===== config.mk =====
export PLATFORM = sky130hd
export DESIGN_NAME = mux8_bus_arbiter
export DESIGN_NICKNAME = d
export VERILOG_FILES = /design/src/rtl/mux8_bus_arbiter.sv
export SDC_FILE = /design/constraint.sdc
export NUM_CORES = 1
export LEC_CHECK = 0
export BUFFER_PORTS_ARGS = -buffer_cell sky130_fd_sc_hd__buf_2
export CAP_MARGIN = 0
export CORE_MARGIN = 4
export CORE_UTILIZATION = 52
export CTS_CLUSTER_SIZE = 16
export DETAILED_ROUTE_END_ITERATION = 8
export GPL_TIMING_DRIVEN = 0
export HOLD_SLACK_MARGIN = 0.05
export PLACE_DENSITY = 0.76
export REMOVE_ABC_BUFFERS = 1
export SLEW_MARGIN = 20
export SYNTH_ARGS = -nofsm -noshare
export SYNTH_HDL_FRONTEND = slang
export SYNTH_SLANG_ARGS = --single-unit

===== constraint.sdc =====
create_clock -name clk -period 3.9 [get_ports clk]
set_input_delay 0.39 -clock clk [delete_from_list [all_inputs] [get_ports clk]]
set_output_delay 0.39 -clock clk [all_outputs]
set_load 0.1 [all_outputs]

===== src/rtl/mux8_bus_arbiter.sv =====
// mux8_bus_arbiter: round-robin arbiter for an 8-input, 32-bit shared-bus mux.
// Drives the one-hot grant and the mux select lines s2..s0, and bounds every
// tenure to MAX_BURST accepted beats so that no requester can starve the others.
module mux8_bus_arbiter #(
   parameter int unsigned MAX_BURST = 4,
   parameter int unsigned CNT_W     = 3
) (
   input  logic       clk,
   input  logic       rst,
   input  logic [7:0] req,
   input  logic       ready,
   output logic [7:0] gnt,
   output logic       s0,
   output logic       s1,
   output logic       s2,
   output logic       bus_valid,
   output logic       owner_last
);

   typedef enum logic {
      IDLE,
      BUSY
   } state_t;

   state_t           state;
   logic [2:0]       sel;
   logic [2:0]       ptr;
   logic [CNT_W-1:0] beat_cnt;

   logic             at_limit;
   logic             accept;
   logic             rel_drop;
   logic             rel_burst;
   logic             release_now;
   logic [7:0]       arb_mask;
   logic [2:0]       arb_start;
   logic             win_found;
   logic [2:0]       win_idx;

   // First set bit of mask at or after start, wrapping modulo 8.
   function automatic logic [3:0] pick(input logic [7:0] mask, input logic [2:0] start);
      logic [3:0] r;
      logic [2:0] idx;
      r = '0;
      for (int unsigned k = 0; k < 8; k++) begin
         idx = start + 3'(k);
         if (!r[3] && mask[idx]) r = {1'b1, idx};
      end
      return r;
   endfunction

   assign {s2, s1, s0} = sel;

   // Beat handshake, burst-limit detection and release decision for the current owner.
   always_comb begin
      bus_valid   = (state == BUSY) && req[sel];
      at_limit    = (beat_cnt == CNT_W'(MAX_BURST - 1));
      owner_last  = bus_valid && at_limit;
      accept      = bus_valid && ready;
      rel_drop    = (state == BUSY) && !req[sel];
      rel_burst   = accept && at_limit;
      release_now = rel_drop || rel_burst;
   end

   // Arbitration request: from ptr when idle, from owner+1 on release; a dropped
   // owner is masked out so it cannot immediately win its own handover.
   always_comb begin
      arb_mask  = req;
      arb_start = ptr;
      if (state == BUSY) begin
         arb_start = sel + 3'd1;
         if (rel_drop) arb_mask = req & ~gnt;
      end
      {win_found, win_idx} = pick(arb_mask, arb_start);
   end

   // Tenure state machine; grant and select always load on the same edge.
   always_ff @(posedge clk) begin
      if (rst) begin
         state    <= IDLE;
         gnt      <= '0;
         sel      <= '0;
         ptr      <= '0;
         beat_cnt <= '0;
      end else begin
         case (state)
            IDLE: begin
               if (win_found) begin
                  gnt      <= 8'b1 << win_idx;
                  sel      <= win_idx;
                  beat_cnt <= '0;
                  state    <= BUSY;
               end
            end
            BUSY: begin
               if (release_now) begin
                  ptr <= sel + 3'd1;
                  if (win_found) begin
                     gnt      <= 8'b1 << win_idx;
                     sel      <= win_idx;
                     beat_cnt <= '0;
                  end else begin
                     gnt   <= '0;
                     state <= IDLE;
                  end
               end else if (accept) begin
                  beat_cnt <= beat_cnt + 1'b1;
               end
            end
            default: begin
               state <= IDLE;
               gnt   <= '0;
            end
         endcase
      end
   end

endmodule


==> impl_metrics.ini <==
[outcome]
status = completed

[setup_path]
critPathKind = register to register
critical_path.slowest_cell = mux4_2
required_ps = 4090
critPathBufInv = 0
rr_worst_depth = 10
reg2reg_slack_ps = 80
crit_fanout = 9
critPathLaunchType = register
path_delay_family = compound AO/OA/AOI/OAI gates
endpoint_kind = register
crit_top_cell = or3_4
slowest_delay_ps = 590
r2r_end = gnt[6]$_SDFFE_PP0P_
rr_startpoint = sel[0]$_SDFFE_PP0P_
critPathLaunch = sel[0]$_SDFFE_PP0P_
arrival_ps = 4010
cp_cell_sequence = mux2_4 -> a2bb2oi_2 -> a21oi_1 -> o22ai_1 -> mux4_2 -> or2_0 -> or3_4 -> or3_4 -> o311a_4 -> a32o_1

[grt]
grt_pass1_wl_um = 7630
antenna_found_initial = 0
grt_use_met3 = 0.0337
track_usage = 0.222
overflow = 0
grt_pass1_vias = 1664
use_met2 = 0.362
met1_usage = 0.300
grt.busiest_layer = met2
grt_max_degree = 18

[layout]
num_antenna_cells = 0
seqCellArea_um2 = 369
mostFrequentLayoutCell = nand2_1
fin_util = 0.646
design_area_um2 = 2040
nNetsFinal = 271
multi_input_area_um2 = 1420
layout.cells.most_common_list = 43 x nand2_1, 23 x buf_2, 20 x nor2_1
area_growth_pct = 14.4
drive_gt1_frac = 0.236
fillers = 279

[synthesis]
async_flop_share = 0
ys.flop_type = dfxtp_1
synth.top_cells.by_area = dfxtp_1 20%, nand2_1 9.1%, mux2i_1 5.1%
synth_cell_types = 57
syn_area_um2 = 1780
synth_cells = 235
yosysSeqAreaShare = 0.203
synth_area_leader_cell = dfxtp_1
yosys_warnings = 0
synth.top_cell.area_share = 0.203
ys_seq_elements = 18
synth_edf_count = 0
syn_area_per_cell_um2 = 7.57

[die]
fp.dieH_um = 66.5
placeableCoreArea_um2 = 3150
die_w_um = 66.5
dieArea_um2 = 4420
io_pins = 24
rows = 20
start_util = 0.564

[clocking]
numCtsBuffers = 3
clock_sinks = 18
clock_path_buffers = 2
cts_tree = built
clkLatencyLatePin_ps = 290
cts_hold_buf = 0
cts_root_buf = clkbuf_4
path_clk_slew_ps = 100
htree_levels = 1

[timing]
finClkSkew_ps = 3.80
slew_violations = 0
hold_viol = 0
relSlewSlack = 0.574
max_freq_mhz = 262
holdWs_ps = 435
rsz0062_at_grt = true
worst_pin_slew_ps = 627
min_period_over_period = 0.978
setup_viol = 0
period_needed_ps = 3820

[detailed_routing]
drtPass1Iterations = 5
wl_per_cell_um = 15.9
vias = 1913
avgViaCountPerCell = 6.42
ant_nets = 0
initialDrtViolationCount = 214
wirelength_um = 4740
drc = 0

[place]
place_area_um2 = 1900
portBuffers = 23
hpwl_um = 3620
gp_congestion = 0.941

[worst_hold_path]
whs_endpoint = beat_cnt[0]$_SDFFE_PP0P_
min_path_cells = 2
hp-start = rst
hold_path.class = input pin to register

[flow_run]
drv_cap = 0
## worst register-to-register path, delay by kind of cell, from the launching register on
family	cells	cell delay, ps
DFF	1	430
muxes	2	910
and+or+nand+nor	3	1180
AOI/OAI and AO/OA	5	1200
## cells in the mapped netlist, drive strengths merged (4+ instances only)
cell    instances
and2            5
inv             7
mux2i           9
ha              5
dfxtp          18
o21ai          10
a21oi          16
a22oi           5
nand3           4
o221ai          8
nand2          43
clkbuf          6
nor2           21
o211ai          4
o22ai          11
or2             4
## how the worst max path moves through the flow
stage	to	slack [ps]	depth (start not counted)
2_1_floorplan	gnt[6]$_SDFFE_PP0P_	-780	11
3_3_place_gp	gnt[1]$_SDFFE_PP0P_	-530	11
3_5_place_dp	gnt[6]$_SDFFE_PP0P_	-510	10
4_1_cts	gnt[6]$_SDFFE_PP0P_	20	10
5_1_grt	gnt[2]$_SDFFE_PP0P_	-20	11
6_report	gnt[6]$_SDFFE_PP0P_	80	10
## sequential cells by signal, indices dropped and copies added, names as in the netlist
name and cells:
gnt 8, sel 3, ptr 3, state 1, beat_cnt 3
## per-stage QoR
step	setup TNS (ps)	setup WS, ps	std cells
detailed placement	-5290	-510	293
finish	0	84.3	298
global placement	-5320	-529	293
CTS	0	19.5	298
global route	-23.8	-15.2	298
floorplan	-8410	-781	226
## logic make-up after synthesis
group,count (synthesis),synth area share
flops,18,0.203
compound gates,80,0.334
xor+xnor,3,0.0148
simple gates,97,0.257
mux,15,0.112
fa+ha+maj,5,0.0352
buf+inv,17,0.0450
## metal layers
layer	up-vias	wire, um
met5	-	0
met4	0	63
met3	8	255
met2	72	2210
met1	891	2200
li1	942	-
## area by class of cell
| cell class | count | share of cell area |
|---|---|---|
| Multi-Input combinational cell | 200 | 0.696 |
| Tap cell | 44 | 0.0270 |
| Sequential cell | 18 | 0.181 |
| Clock buffer | 4 | 0.0178 |
| Timing Repair Buffer | 24 | 0.0602 |
| Inverter | 8 | 0.0172 |
## repair_timing
| action | in CTS | in global routing |
|---|---|---|
| cloned | 0 | 0 |
| endpoints found under the setup margin | 14 | 11 |
| resized for setup | 12 | 11 |
| buffers inserted | 1 | 0 |
| pin swaps | 0 | 1 |
| hold endpoints to repair | 0 | 0 |
Power is left out: the tool's default activity adds up to more than one toggle a clock period on the data nets, which glitch-free logic cannot reach.
